[src/rtl/cdc_fifo_read_port_if.sv]
// cdc_fifo_read_port_if: consumer-side handshake and status signals of the FIFO read port.
interface cdc_fifo_read_port_if #(
    parameter int ADDRESS_WIDTH = 4
);
    logic                     increment;
    logic                     clear_error;
    logic [ADDRESS_WIDTH:0]   write_pointer_gray;
    logic [ADDRESS_WIDTH-1:0] read_address;
    logic [ADDRESS_WIDTH:0]   read_pointer_gray;
    logic                     empty;
    logic                     almost_empty;
    logic [ADDRESS_WIDTH:0]   fill_level;
    logic                     underflow;
    modport master (
        output increment, clear_error, write_pointer_gray,
        input  read_address, read_pointer_gray, empty, almost_empty, fill_level, underflow
    );
    modport slave (
        input  increment, clear_error, write_pointer_gray,
        output read_address, read_pointer_gray, empty, almost_empty, fill_level, underflow
    );
endinterface

[src/rtl/cdc_fifo_read_port.sv]
// cdc_fifo_read_port: read-side pointer logic of an async FIFO with a Gray write-pointer synchroniser.
module cdc_fifo_read_port #(
    parameter int ADDRESS_WIDTH      = 4,
    parameter int SYNC_STAGES        = 2,
    parameter int ALMOST_EMPTY_LEVEL = 2
) (
    input logic clock,
    input logic reset_n,
    cdc_fifo_read_port_if.slave port
);
    localparam int AW = ADDRESS_WIDTH;
    logic [SYNC_STAGES-1:0][AW:0] sync;
    logic [AW:0] write_binary, read_pointer, next_pointer, fill;
    logic pop;
    // Only the last synchroniser stage is decoded; earlier stages may be metastable.
    always_comb begin
        write_binary = '0;
        for (int i = 0; i <= AW; i++) write_binary[i] = ^(sync[SYNC_STAGES-1] >> i);
    end
    assign fill              = write_binary - read_pointer;
    assign port.fill_level   = fill;
    assign port.empty        = fill == '0;
    assign port.almost_empty = fill <= (AW+1)'(ALMOST_EMPTY_LEVEL);
    assign port.read_address = read_pointer[AW-1:0];
    assign pop               = port.increment & ~port.empty;
    assign next_pointer      = read_pointer + (AW+1)'(pop);
    always_ff @(posedge clock) begin
        if (!reset_n) begin
            sync                   <= '0;
            read_pointer           <= '0;
            port.read_pointer_gray <= '0;
            port.underflow         <= 1'b0;
        end else begin
            sync                   <= {sync[SYNC_STAGES-2:0], port.write_pointer_gray};
            read_pointer           <= next_pointer;
            port.read_pointer_gray <= next_pointer ^ (next_pointer >> 1);
            port.underflow         <= (port.increment & port.empty) | (port.underflow & ~port.clear_error);
        end
    end
endmodule

[src/flat_wrapper.sv]
// flat-port wrapper written by rule: the top's interface ports become plain ports
module cdc_fifo_read_port_flat 
#(
    parameter int ADDRESS_WIDTH      = 4,
    parameter int SYNC_STAGES        = 2,
    parameter int ALMOST_EMPTY_LEVEL = 2
)
  (clock, reset_n, port_increment, port_clear_error, port_write_pointer_gray, port_read_address, port_read_pointer_gray, port_empty, port_almost_empty, port_fill_level, port_underflow);
  cdc_fifo_read_port_if #(.ADDRESS_WIDTH(ADDRESS_WIDTH)) port_i ();
  input logic clock;
  input logic reset_n;
  input wire logic [$bits(port_i.increment)-1:0] port_increment;
  input wire logic [$bits(port_i.clear_error)-1:0] port_clear_error;
  input wire logic [$bits(port_i.write_pointer_gray)-1:0] port_write_pointer_gray;
  output wire logic [$bits(port_i.read_address)-1:0] port_read_address;
  output wire logic [$bits(port_i.read_pointer_gray)-1:0] port_read_pointer_gray;
  output wire logic [$bits(port_i.empty)-1:0] port_empty;
  output wire logic [$bits(port_i.almost_empty)-1:0] port_almost_empty;
  output wire logic [$bits(port_i.fill_level)-1:0] port_fill_level;
  output wire logic [$bits(port_i.underflow)-1:0] port_underflow;
  assign port_i.increment = port_increment;
  assign port_i.clear_error = port_clear_error;
  assign port_i.write_pointer_gray = port_write_pointer_gray;
  assign port_read_address = port_i.read_address;
  assign port_read_pointer_gray = port_i.read_pointer_gray;
  assign port_empty = port_i.empty;
  assign port_almost_empty = port_i.almost_empty;
  assign port_fill_level = port_i.fill_level;
  assign port_underflow = port_i.underflow;
  cdc_fifo_read_port #(.ADDRESS_WIDTH(ADDRESS_WIDTH), .SYNC_STAGES(SYNC_STAGES), .ALMOST_EMPTY_LEVEL(ALMOST_EMPTY_LEVEL)) u_core (.clock(clock), .reset_n(reset_n), .port(port_i));
endmodule
[config.mk]
export PLATFORM = sky130hd
export DESIGN_NAME = cdc_fifo_read_port_flat
export DESIGN_NICKNAME = d
export VERILOG_FILES = /design/src/rtl/cdc_fifo_read_port_if.sv /design/src/rtl/cdc_fifo_read_port.sv /design/src/flat_wrapper.sv
export SDC_FILE = /design/constraint.sdc
export NUM_CORES = 1
export LEC_CHECK = 0
export ABC_CLOCK_PERIOD_IN_PS = 8800
export CAP_MARGIN = 20
export CORE_MARGIN = 3
export CORE_UTILIZATION = 40
export DETAILED_ROUTE_END_ITERATION = 10
export GPL_TIMING_DRIVEN = 0
export PLACE_DENSITY = 0.68
export REMOVE_ABC_BUFFERS = 1
export SYNTH_ARGS = -nofsm -noshare
export SYNTH_HDL_FRONTEND = slang
export SYNTH_SLANG_ARGS = --single-unit
export TNS_END_PERCENT = 30
[constraint.sdc]
create_clock -name clock -period 8.8 [get_ports clock]
set_input_delay 1.76 -clock clock [delete_from_list [all_inputs] [get_ports clock]]
set_output_delay 1.76 -clock clock [all_outputs]
set_load 0.02 [all_outputs]
==> impl_metrics.csv <==
group,metric,value,unit
floorplan,initial_utilization,0.430,
drt,drt_iter0_drc,12,
drt,wl_per_cell,10.6,µm
drt,wirelength_met1,696,µm
sta,tightest_slew,0.556,ns
logic_synthesis,yosysUniqueCellTypes,22,
sta,rsz0062_at_grt,"false",
job,drv_cap,0,
sta,slew_headroom,0.628,
drt,route.detailed.drc,0,
sta,max_freq,0.185,GHz
critical_path,r2r-start,"u_core.sync[9]$_SDFF_PN0_",
critical_path,ff2ff_path_depth,18,
cts,clock-root-buffer,"clkbuf_4",
critical_path,slowest_stage,"clkdlybuf4s50_1",
cts,clock-sinks,20,
cells_and_area,multiInputGateArea,524,µm²
drt,postRouteAntennaNets,0,
critical_path,rrSetupSlack,4.91,ns
cts,cts_resized,0,
sta,setup_slack,3.38,ns
placement,pre_cts_ws,3.69,ns
logic_synthesis,ys_ff_latch,20,
cells_and_area,fin_nets,138,
logic_synthesis,yosysSeqAreaShare,0.413,
logic_synthesis,netlist_area,970,µm²
sta,hold_viol,0,
status,status,"finished clean",
logic_synthesis,postSynthAreaPerCell,10.2,µm²
logic_synthesis,syn_inst,95,
sta,skew,0.00616,ns
critical_path,endpoint,"port_almost_empty",
logic_synthesis,synth_top_area_share,0.413,
sta,min_period_over_period,0.616,
drt,dr_wl_met2,747,µm
cells_and_area,layout_commonest_cell,"clkdlybuf4s50_1",
pwr,ir_drop,0.000104,V
critical_path,cp_slowest_stage_delay,0.61,ns
grt,grtUsageTotal,0.111,
critical_path,path_depth,12,
placement,gp_congestion,0.741,
grt,antenna_found_initial,0,
cts,cts_tree,"built",
drt,vias_per_cell,4.56,
logic_synthesis,yosys_warnings,0,
cells_and_area,fin_cells,148,
sta,finalCriticalPeriod,5.42,ns
floorplan,core,2250,µm²
pwr,power_leakage,0.552,nW
grt,grt_overflow,0,
cells_and_area,drive_gt1_frac,0.0833,
floorplan,die_x,55.2,µm
drt,detail_route.first_pass.iterations,4,
pwr,power.density,210,nW/µm²
grt,grt_first_pass_wirelength,2660,µm
placement,dp_hpwl,1240,µm
critical_path,critPathMostFrequentCell,"xor2_1",
placement,port_buffers,25,
floorplan,fp.dieH,55.2,µm
floorplan,boundaryPins,26,
critical_path,cp-startpoint,"u_core.sync[9]$_SDFF_PN0_",
cts,numCtsBuffers,3,
cells_and_area,final_cell_mix,"25 x clkdlybuf4s50_1, 20 x and2_1, 20 x dfxtp_1",
critical_path,crit_fanout,3,
critical_path,cp.required,7.04,ns
logic_synthesis,yosysTopAreaCell,"dfxtp_1",
min_path,holdPathStages,1,
cells_and_area,ff_latch_area,400,µm²
grt,grt_pass1_vias,623,
drt,vias,675,
min_path,hold_path.class,"flip-flop to flip-flop",
floorplan,rows,17,
cts,cts_setup_buffers,0,
cts,h-tree-depth,1,
drt,topRoutingLayerUsed,"met4",
critical_path,r2r_end,"u_core.port.read_pointer_gray[3]$_SDFF_PN0_",
cts,clk_pin_slew,0.10,ns
grt,grt_max_degree,22,
sta,slew_viol_final,0,
critical_path,crit_family,"XOR/XNOR gates",
cts,postCtsHoldBufs,0,
critical_path,crit_arrival,3.66,ns
sta,setup_tns,0,ns
floorplan,dieArea,3050,µm²
critical_path,cp-end-kind,"primary output",
cts,cts_buffer_depth,2,
logic_synthesis,synth_area_leaders,"dfxtp_1 41%, and2_1 13%, ha_1 7.7%",
cells_and_area,nFillCells,216,
critical_path,path_cells,"xor2_1 > xnor2_1 > xor2_1 > xor2_1 > ha_1 > fa_1 > nand2b_1 > a21oi_1 > xnor2_2 > nor3_2 > a21boi_2 > clkdlybuf4s50_1",
critical_path,start_kind,"flip-flop",
critical_path,critical_path_class,"flip-flop to primary output",
cells_and_area,syn2layout_area_growth,30.6,%
sta,setup_violations,0,
drt,wl_met3,110,µm
drt,drt_wl_total,1570,µm
critical_path,worst-path-buf-inv,1,
cells_and_area,n_antenna_cell,0,
cts,clk_latency,0.29,ns
placement,place_inst,145,
## where the power goes
part / internal [W] / leakage [nW] / switching (W)
registers: 0.0000978 / 0.164 / 0.00000394
logic: 0.0000602 / 0.374 / 0.0000634
clock network: 0.0000159 / 0.0138 / 0.0000247
total: 0.000174 / 0.552 / 0.0000921
## worst min-delay path by stage
stage,endpoint,start
2_1_floorplan,u_core.sync[5]$_SDFF_PN0_,u_core.sync[0]$_SDFF_PN0_
3_3_place_gp,u_core.sync[6]$_SDFF_PN0_,u_core.sync[1]$_SDFF_PN0_
3_5_place_dp,u_core.sync[8]$_SDFF_PN0_,u_core.sync[3]$_SDFF_PN0_
4_1_cts,u_core.sync[8]$_SDFF_PN0_,u_core.sync[3]$_SDFF_PN0_
5_1_grt,u_core.sync[5]$_SDFF_PN0_,u_core.sync[0]$_SDFF_PN0_
6_report,u_core.sync[6]$_SDFF_PN0_,u_core.sync[1]$_SDFF_PN0_
## state kept, by name (all words and copies together) (netlist names)
name                           count
u_core.sync                       10
u_core.port.read_pointer_gray      5
u_core.read_pointer                4
u_core.port.underflow              1
## through the flow
step                 util  cell area (µm²)  hold slack (ns)  power, W
finish              0.562             1270            0.445  0.000266
global route        0.562             1270            0.459  0.000283
CTS                 0.562             1270            0.447  0.000271
detailed placement  0.552             1240            0.422  0.000229
global placement    0.552             1240            0.416  0.000226
floorplan               -              958            0.412  0.000182
## Yosys cell counts
cell type and number:
a21boi_2 1, a21oi_1 3, a221oi_2 1, a32o_1 1, and2_1 20, clkbuf_1 3
dfxtp_1 20, fa_1 1, ha_1 6, inv_1 9, nand2_1 2, nand2b_1 2
nand3_1 2, nor2_1 3, nor2b_1 1, nor2b_4 1, nor3_2 1, nor4_4 1
o21ai_1 1, xnor2_1 6, xnor2_2 2, xor2_1 8
## final cells by class
type                            instances  area share
Sequential cell                        20       0.316
Multi-Input combinational cell         63       0.414
Clock buffer                            3      0.0178
Timing Repair Buffer                   25       0.198
Tap cell                               28      0.0277
Inverter                                9      0.0267
## cell families after synthesis
family	Yosys count	synth area share
flops	20	0.413
fa+ha+maj	7	0.0981
xor+xnor	16	0.160
simple gates	33	0.225
compound gates	7	0.0581
buf+inv	12	0.0464
## metal layers
| layer | global-route usage | vias to the layer above |
|---|---|---|
| met3 | 0.0304 | 2 |
| met1 | 0.129 | 298 |
| li1 | - | 350 |
| met4 | 0.0729 | 0 |
| met5 | 0 | - |
| met2 | 0.177 | 25 |
## worst register-to-register path, stage by stage, from the launching register on
cell and delay, ns:
dfxtp_1 0.37, xor2_1 0.23, xnor2_1 0.18, xor2_1 0.35, xor2_1 0.12, ha_1 0.25, fa_1 0.41, nand2b_1 0.16
a21oi_1 0.21, xnor2_2 0.13, nor4_4 0.25, nor2b_1 0.09, ha_1 0.22, ha_1 0.26, inv_1 0.07, a21oi_1 0.07
a21oi_1 0.19, xnor2_1 0.08, and2_1 0.15
No activity file was read; power rests on OpenSTA's default activity.
